<file path="config.mk">
export PLATFORM = sky130hd
export DESIGN_NAME = ram_arbiter_flat
export DESIGN_NICKNAME = d
export VERILOG_FILES = /design/src/rtl/ram_arbiter_if.sv /design/src/rtl/ram_arbiter.sv /design/src/flat_wrapper.sv
export SDC_FILE = /design/constraint.sdc
export NUM_CORES = 1
export LEC_CHECK = 0
export BUFFER_PORTS_ARGS = -buffer_cell sky130_fd_sc_hd__buf_4
export CORE_MARGIN = 2
export CORE_UTILIZATION = 47
export DETAILED_ROUTE_END_ITERATION = 12
export PLACE_DENSITY = 0.94
export SETUP_SLACK_MARGIN = 0.5
export SLEW_MARGIN = 20
export SYNTH_ARGS = -nofsm -noshare
export SYNTH_HDL_FRONTEND = slang
export SYNTH_SLANG_ARGS = --single-unit
</file>
<file path="constraint.sdc">
create_clock -name Clock -period 2.7 [get_ports Clock]
set_clock_uncertainty 0.15 [all_clocks]
set_input_delay 0.27 -clock Clock [delete_from_list [all_inputs] [get_ports Clock]]
set_output_delay 0.27 -clock Clock [all_outputs]
set_load 0.01 [all_outputs]
</file>
<file path="src/rtl/ram_arbiter_if.sv">
// Bus bundle between two RAM requesters, the arbiter and a synchronous
// single-port RAM. The arbiter sits on the slave modport. Requesters and the
// RAM model sit on the master modport.
interface ram_arbiter_if #(
  parameter int ADDR_WIDTH = 14,
  parameter int DATA_WIDTH = 32
);
  // Port 0 requester
  logic                  Req0;
  logic [ADDR_WIDTH-1:0] Addr0;
  logic                  Write0;
  logic [DATA_WIDTH-1:0] WData0;
  logic                  Grant0;
  logic [DATA_WIDTH-1:0] RData0;
  logic                  Valid0;

  // Port 1 requester
  logic                  Req1;
  logic [ADDR_WIDTH-1:0] Addr1;
  logic                  Write1;
  logic [DATA_WIDTH-1:0] WData1;
  logic                  Grant1;
  logic [DATA_WIDTH-1:0] RData1;
  logic                  Valid1;

  // RAM side
  logic [ADDR_WIDTH-1:0] RamAddress;
  logic                  RamMemWrite;
  logic [DATA_WIDTH-1:0] RamWriteData;
  logic [DATA_WIDTH-1:0] RamReadData;

  modport slave (
    input  Req0, Addr0, Write0, WData0,
    output Grant0, RData0, Valid0,
    input  Req1, Addr1, Write1, WData1,
    output Grant1, RData1, Valid1,
    output RamAddress, RamMemWrite, RamWriteData,
    input  RamReadData
  );

  modport master (
    output Req0, Addr0, Write0, WData0,
    input  Grant0, RData0, Valid0,
    output Req1, Addr1, Write1, WData1,
    input  Grant1, RData1, Valid1,
    input  RamAddress, RamMemWrite, RamWriteData,
    output RamReadData
  );
endinterface

</file>
<file path="src/rtl/ram_arbiter.sv">
// Two-port arbiter in front of a synchronous single-port RAM.
// Grants are combinational. When both ports contend, the port that owns the
// current run keeps the RAM for up to MAX_BURST consecutive grants (legal
// range 1..15, held in a 4-bit counter), then hands over. Reads return one
// cycle after the grant on the granted port's RData/Valid. Each port holds its
// last delivered read word while Valid is low.
module ram_arbiter #(
  parameter int ADDR_WIDTH = 14,
  parameter int DATA_WIDTH = 32,
  parameter int MAX_BURST  = 4
) (
  input  logic         Clock,
  input  logic         Reset,
  ram_arbiter_if.slave bus
);

  typedef enum logic {
    Port0 = 1'b0,
    Port1 = 1'b1
  } portSel_e;

  localparam logic [3:0] BurstLimit = 4'(MAX_BURST);

  // Arbitration state
  portSel_e              LastPort;
  portSel_e              lastPortNext;
  logic [3:0]            BurstCnt;
  logic [3:0]            burstCntNext;

  // Combinational grant decision
  portSel_e              winner;
  logic                  grant0;
  logic                  grant1;
  logic                  granted;

  // RAM command for the current cycle
  logic [ADDR_WIDTH-1:0] ramAddr;
  logic                  ramWrite;
  logic [DATA_WIDTH-1:0] ramWData;

  // Read-return stage: one cycle behind the grant, matching RAM latency
  logic                  rdVld0_p1;
  logic                  rdVld1_p1;
  logic [DATA_WIDTH-1:0] rdHeld0;
  logic [DATA_WIDTH-1:0] rdHeld1;

  function automatic portSel_e otherPort(input portSel_e p);
    return (p == Port0) ? Port1 : Port0;
  endfunction

  // Pick at most one port this cycle; nothing is granted while in reset.
  always_comb begin
    winner = Port0;
    grant0 = 1'b0;
    grant1 = 1'b0;
    if (!Reset) begin
      if (bus.Req0 && !bus.Req1) begin
        grant0 = 1'b1;
      end else if (bus.Req1 && !bus.Req0) begin
        grant1 = 1'b1;
      end else if (bus.Req0 && bus.Req1) begin
        // Idle history: favour the port that did not go last.
        // Running burst: the owner keeps going until the limit is hit.
        if (BurstCnt == 4'd0) begin
          winner = otherPort(LastPort);
        end else if (BurstCnt < BurstLimit) begin
          winner = LastPort;
        end else begin
          winner = otherPort(LastPort);
        end
        grant0 = (winner == Port0);
        grant1 = (winner == Port1);
      end
    end
  end

  assign granted = grant0 | grant1;

  // Steer the granted port onto the RAM; drive zeros when idle.
  always_comb begin
    ramAddr  = '0;
    ramWrite = 1'b0;
    ramWData = '0;
    if (grant0) begin
      ramAddr  = bus.Addr0;
      ramWrite = bus.Write0;
      ramWData = bus.WData0;
    end else if (grant1) begin
      ramAddr  = bus.Addr1;
      ramWrite = bus.Write1;
      ramWData = bus.WData1;
    end
  end

  // Next LastPort / BurstCnt: burst restarts on a port switch or after idle.
  always_comb begin
    lastPortNext = LastPort;
    burstCntNext = 4'd0;
    if (granted) begin
      lastPortNext = grant1 ? Port1 : Port0;
      if ((BurstCnt == 4'd0) || (lastPortNext != LastPort)) begin
        burstCntNext = 4'd1;
      end else if (BurstCnt < BurstLimit) begin
        burstCntNext = BurstCnt + 4'd1;
      end else begin
        burstCntNext = BurstLimit;
      end
    end
  end

  // Arbitration state register; reset leaves port 1 as "last" so port 0 wins first.
  always_ff @(posedge Clock) begin
    if (Reset) begin
      LastPort <= Port1;
      BurstCnt <= 4'd0;
    end else begin
      LastPort <= lastPortNext;
      BurstCnt <= burstCntNext;
    end
  end

  // ---- stage p0 -> p1: remember which port issued a read this cycle ----
  // Mark reads issued this cycle so the RAM word can be routed back next cycle.
  always_ff @(posedge Clock) begin
    if (Reset) begin
      rdVld0_p1 <= 1'b0;
      rdVld1_p1 <= 1'b0;
    end else begin
      rdVld0_p1 <= grant0 & ~bus.Write0;
      rdVld1_p1 <= grant1 & ~bus.Write1;
    end
  end

  // Keep the last delivered word per port so RData is stable between reads.
  always_ff @(posedge Clock) begin
    if (Reset) begin
      rdHeld0 <= '0;
      rdHeld1 <= '0;
    end else begin
      if (rdVld0_p1) begin
        rdHeld0 <= bus.RamReadData;
      end
      if (rdVld1_p1) begin
        rdHeld1 <= bus.RamReadData;
      end
    end
  end

  // ---- stage p1: outputs ----
  // Reset masks everything combinationally, including a read issued the
  // cycle before reset, whose return-stage flag has not been cleared yet.
  assign bus.Grant0       = grant0;
  assign bus.Grant1       = grant1;
  assign bus.RamAddress   = ramAddr;
  assign bus.RamMemWrite  = ramWrite;
  assign bus.RamWriteData = ramWData;

  assign bus.Valid0 = rdVld0_p1 & ~Reset;
  assign bus.Valid1 = rdVld1_p1 & ~Reset;
  assign bus.RData0 = Reset ? '0 : (rdVld0_p1 ? bus.RamReadData : rdHeld0);
  assign bus.RData1 = Reset ? '0 : (rdVld1_p1 ? bus.RamReadData : rdHeld1);

endmodule

</file>
<file path="src/flat_wrapper.sv">
// flat-port wrapper written by rule: the top's interface ports become plain ports
module ram_arbiter_flat 
#(
  parameter int ADDR_WIDTH = 14,
  parameter int DATA_WIDTH = 32,
  parameter int MAX_BURST  = 4
)
  (Clock, Reset, bus_Req0, bus_Addr0, bus_Write0, bus_WData0, bus_Grant0, bus_RData0, bus_Valid0, bus_Req1, bus_Addr1, bus_Write1, bus_WData1, bus_Grant1, bus_RData1, bus_Valid1, bus_RamAddress, bus_RamMemWrite, bus_RamWriteData, bus_RamReadData);
  ram_arbiter_if #(.ADDR_WIDTH(ADDR_WIDTH), .DATA_WIDTH(DATA_WIDTH)) bus_i ();
  input  logic Clock;
  input  logic Reset;
  input wire logic [$bits(bus_i.Req0)-1:0] bus_Req0;
  input wire logic [$bits(bus_i.Addr0)-1:0] bus_Addr0;
  input wire logic [$bits(bus_i.Write0)-1:0] bus_Write0;
  input wire logic [$bits(bus_i.WData0)-1:0] bus_WData0;
  output wire logic [$bits(bus_i.Grant0)-1:0] bus_Grant0;
  output wire logic [$bits(bus_i.RData0)-1:0] bus_RData0;
  output wire logic [$bits(bus_i.Valid0)-1:0] bus_Valid0;
  input wire logic [$bits(bus_i.Req1)-1:0] bus_Req1;
  input wire logic [$bits(bus_i.Addr1)-1:0] bus_Addr1;
  input wire logic [$bits(bus_i.Write1)-1:0] bus_Write1;
  input wire logic [$bits(bus_i.WData1)-1:0] bus_WData1;
  output wire logic [$bits(bus_i.Grant1)-1:0] bus_Grant1;
  output wire logic [$bits(bus_i.RData1)-1:0] bus_RData1;
  output wire logic [$bits(bus_i.Valid1)-1:0] bus_Valid1;
  output wire logic [$bits(bus_i.RamAddress)-1:0] bus_RamAddress;
  output wire logic [$bits(bus_i.RamMemWrite)-1:0] bus_RamMemWrite;
  output wire logic [$bits(bus_i.RamWriteData)-1:0] bus_RamWriteData;
  input wire logic [$bits(bus_i.RamReadData)-1:0] bus_RamReadData;
  assign bus_i.Req0 = bus_Req0;
  assign bus_i.Addr0 = bus_Addr0;
  assign bus_i.Write0 = bus_Write0;
  assign bus_i.WData0 = bus_WData0;
  assign bus_Grant0 = bus_i.Grant0;
  assign bus_RData0 = bus_i.RData0;
  assign bus_Valid0 = bus_i.Valid0;
  assign bus_i.Req1 = bus_Req1;
  assign bus_i.Addr1 = bus_Addr1;
  assign bus_i.Write1 = bus_Write1;
  assign bus_i.WData1 = bus_WData1;
  assign bus_Grant1 = bus_i.Grant1;
  assign bus_RData1 = bus_i.RData1;
  assign bus_Valid1 = bus_i.Valid1;
  assign bus_RamAddress = bus_i.RamAddress;
  assign bus_RamMemWrite = bus_i.RamMemWrite;
  assign bus_RamWriteData = bus_i.RamWriteData;
  assign bus_i.RamReadData = bus_RamReadData;
  ram_arbiter #(.ADDR_WIDTH(ADDR_WIDTH), .DATA_WIDTH(DATA_WIDTH), .MAX_BURST(MAX_BURST)) u_core (.Clock(Clock), .Reset(Reset), .bus(bus_i));
endmodule
</file>
==> metrics list <==
* Result of the run: completed
* Flip-flop and latch count after synthesis: just over 70
- Share of flip-flops with an asynchronous set or reset after synthesis: 0%
* Fraction of synthesized cell area in xor and xnor cells: 0%
- After floorplanning, the core was sized to cover 0.008217 sq mm.
* Mean area per synthesized cell: 9.083 sq um
- The via count of the first global-routing pass is roughly 4300.
- The wire-length estimate of the detail-placed layout is 10.08 mm.
- Clock tree synthesis found a total of 71 sinks.
- Leakage Power: 2.767 nW
* Filler Cells Inserted: 500
* Initial core utilization: 48.64%
* Data required time of the critical path: 2.28 ns
- Number of iterations in the first detailed-routing pass: 5
* Clock tree from TritonCTS: done
* Period Utilization, post-route: between 90% and 100%
* Commonest cells after routing, fill and taps aside: buf_4 (262), nor2_1 (68), dfxtp_1 (66)
- Max_cap viols: 0
* H-tree depth reported by CTS: 3
- Setup repair after global routing could not meet its margin everywhere.
- Fraction of the yosys area taken by sequential cells: 35.57%
- Final standard cell utilization of the core: a little under 80%
- Global-route wire length before repair: 21.28 mm
- Clock network latency to the later pin of the worst-skew pair: 0.35 ns
- Data on the critical path arrives at its endpoint at 2.08 ns.
- VDD IR-drop max: 401.8 uV
- The floorplan step set the die width to 96.21 um.
* Row Count: 33
- The most used flip-flop cell after synthesis is dfxtp_1.
- EDFF count, synth: 0
- From synthesis to final layout, the design area changed by 62.62%.
- Crit path max-delay cell type: dfxtp_2
- In the routed layout, each cell is associated on average with a via count of 5.898.
* Minimum period implied by the final worst setup slack: 2.497 ns
* Proportion of synthesized area in mux cells: 16.03%
- For this run, the post-layout net count is about 800.
* Synthesized-area fraction occupied by adder cells: 0.6262%
- Global route overflow: 0
* Largest fanout on the critical path: 10
- Critical setup path kind: reg2out
- Drt total wl: 15.95 mm
- The hold violation total from the final report was 0.
- Worst min-delay path category: in2reg
- Setup violations remaining at the end of the flow were counted as 0.
- Detailed Route Iter0 Violations: 230
- The synthesized netlist occupies a cell area of 0.003996 sq mm.
- The critical path goes through inv_1 -> ha_4 -> o311ai_4 -> buf_12 -> clkbuf_16 -> o2111ai_1 -> a21oi_1 -> buf_4.
* Share of cells above drive strength 1: 49.70%
- Distinct cell type count of the synthesized netlist: 32
* Total vias in the final route: roughly 4600
- Together, buffers and inverters on the worst path number 4.
* Gate count of the mapped netlist: 440
- The final max-slew violation count is 0.
* Antenna fix cells: 0
- Entering global routing, the biggest net connects 47 pins.
- Routed wire per std cell: ~20 um
- Number of buffers inserted during clock tree synthesis: 9
- I/O pin count: 245
- Port buffering added 244 buffers.
- After synthesis, the largest family of logic cells by area is compound AO/OA/AOI/OAI gates.
* Slew at the pin with the worst max-slew slack: 0.5005 ns
* Share of synthesized cell area in and, or, nand and nor gates: 8.046%
* Maximum single-stage delay on the critical path: between 0.3 and 0.4 ns
- The worst setup path is launched from a flip-flop.
- The initial antenna violation count was 0.
- Rel. slew slack: 66.63%
- Clock-pin slew was measured on the worst setup and hold paths at 0.09 ns.
* Number of routed nets with antenna violations: 0
* Floorplan die area: between 0.009 and 0.01 sq mm
- Max Buffers Root-to-Sink: 2
- Routability-driven placement finished with a final weighted congestion of 0.7219.
- GR Util All Layers: 29.81%
- In this run the vertical extent of the chip is 96.21 um.
* Number of nets in the synthesized netlist: 572
- For this run, design rule violations remaining after detail routing come to 0.
- STA classifies the critical path endpoint as an output port.
* Total of warnings raised by yosys: 0
* Fmax: 400.5 MHz
- The library cell used most frequently in the layout, excluding fill and tap cells, is buf_4.
- Cell family with most CP delay: compound AO/OA/AOI/OAI gates
- Summing the areas of all compound-gate instances in the mapped netlist gives 30.56% of the synthesized area.
- CTS placed an instance of clkbuf_8 at the clock tree root.
* Total power per unit cell area: approximately 430 mW/mm^2
- Fin Setup TNS: 0 ns
[metal layers]
layer / track usage [%] / vias up / wire length, um
li1: - / 2128 / -
met1: 29.55 / 2144 / 5531
met2: 55.27 / 276 / 8061
met3: 12.06 / 58 / 1746
met4: 11.07 / 0 / 608
met5: 0 / - / 0
[power breakdown]
part	leakage, nW	switching (W)	total, W	internal (W)
clock	0.0973	0.000443	0.000878	0.000434
combinational	2.09	0.000406	0.000829	0.000424
sequential	0.579	0.0000235	0.00110	0.00108
total	2.77	0.000873	0.00281	0.00194
[per-stage QoR]
stage          power, W  std cells  worst slack [ns]  hold slack, ns  instance area [sq um]
2_1_floorplan  0.001487        440            0.6946          0.1968                   3996
3_3_place_gp   0.001801        744            0.3520          0.2887                   5809
4_1_cts        0.002739        767            0.2425         0.05984                   6226
6_report       0.002811        781            0.2033         0.06888                   6499
5_1_grt        0.002914        781            0.1391         0.06384                   6499
3_5_place_dp   0.001823        744            0.3152          0.2877                   5809
[cell type report]
cell class	count	area (sq um)	share of cell area, %
clock buffers	10	127.6	1.964
clock inverters	6	68.82	1.059
flip-flops and latches	71	1433	22.04
multi-input cells	303	2349	36.14
inverters	4	15.01	0.2310
well taps	105	131.4	2.022
repair buffers	282	2375	36.54
[what timing repair did]
item                                    CTS  global route
endpoints found under the setup margin   69            50
hold endpoints to repair                  2             0
hold buffers                              2             0
gates resized for setup                  21            18
cloned                                    4             5
pin swaps                                 1            16
buffers inserted                          1             9
[synthesized netlist by cell type (4+ instances only)]
| cell | instances | area share, % |
|---|---|---|
| dfxtp_1 | 71 | 36 |
| mux2i_1 | 64 | 16 |
| buf_6 | 7 | 2.0 |
| nor2_1 | 68 | 6.4 |
| buf_4 | 7 | 1.3 |
| clkbuf_1 | 27 | 2.5 |
| o2111ai_1 | 47 | 10 |
| o211ai_2 | 11 | 3.4 |
| a21oi_1 | 49 | 6.1 |
| buf_2 | 20 | 2.5 |
| o211ai_1 | 38 | 7.1 |
| inv_1 | 4 | 0.38 |
[final timing paths]
kind	startpoint	to	slack [ns]	cells past startpoint
worst max-delay path	u_core.BurstCnt[1]$_SDFF_PP0_	bus_RamWriteData[16]	0.20	8
worst min register to register	u_core.rdHeld0[26]$_DFF_P_	u_core.rdHeld0[26]$_DFF_P_	0.37	2
worst min-delay path	bus_RamReadData[24]	u_core.rdHeld0[24]$_DFF_P_	0.07	3
worst max register to register	u_core.BurstCnt[1]$_SDFF_PP0_	u_core.BurstCnt[0]$_SDFF_PP0_	0.88	6
[sequential cells by signal, summed over array words and instances (netlist names)]
signal            flops
u_core.BurstCnt       4
u_core.LastPort       1
u_core.rdHeld0       32
u_core.rdHeld1       32
u_core.rdVld0_p1      1
u_core.rdVld1_p1      1
[cell families after synthesis]
group / Yosys count
and+or+nand+nor: 78
other: 1
buffers and inverters: 66
adders and majority gates: 2
AOI/OAI and AO/OA: 158
DFF: 71
muxes: 64
[worst register-to-register path, cell delays in order (launching register included)]
cell      delay, ns
dfxtp_2        0.33
inv_1          0.06
ha_4           0.19
or3_4          0.44
buf_6          0.19
o211ai_1       0.19
a311oi_1       0.14
Note: power is estimated with default switching activity, not from simulation.
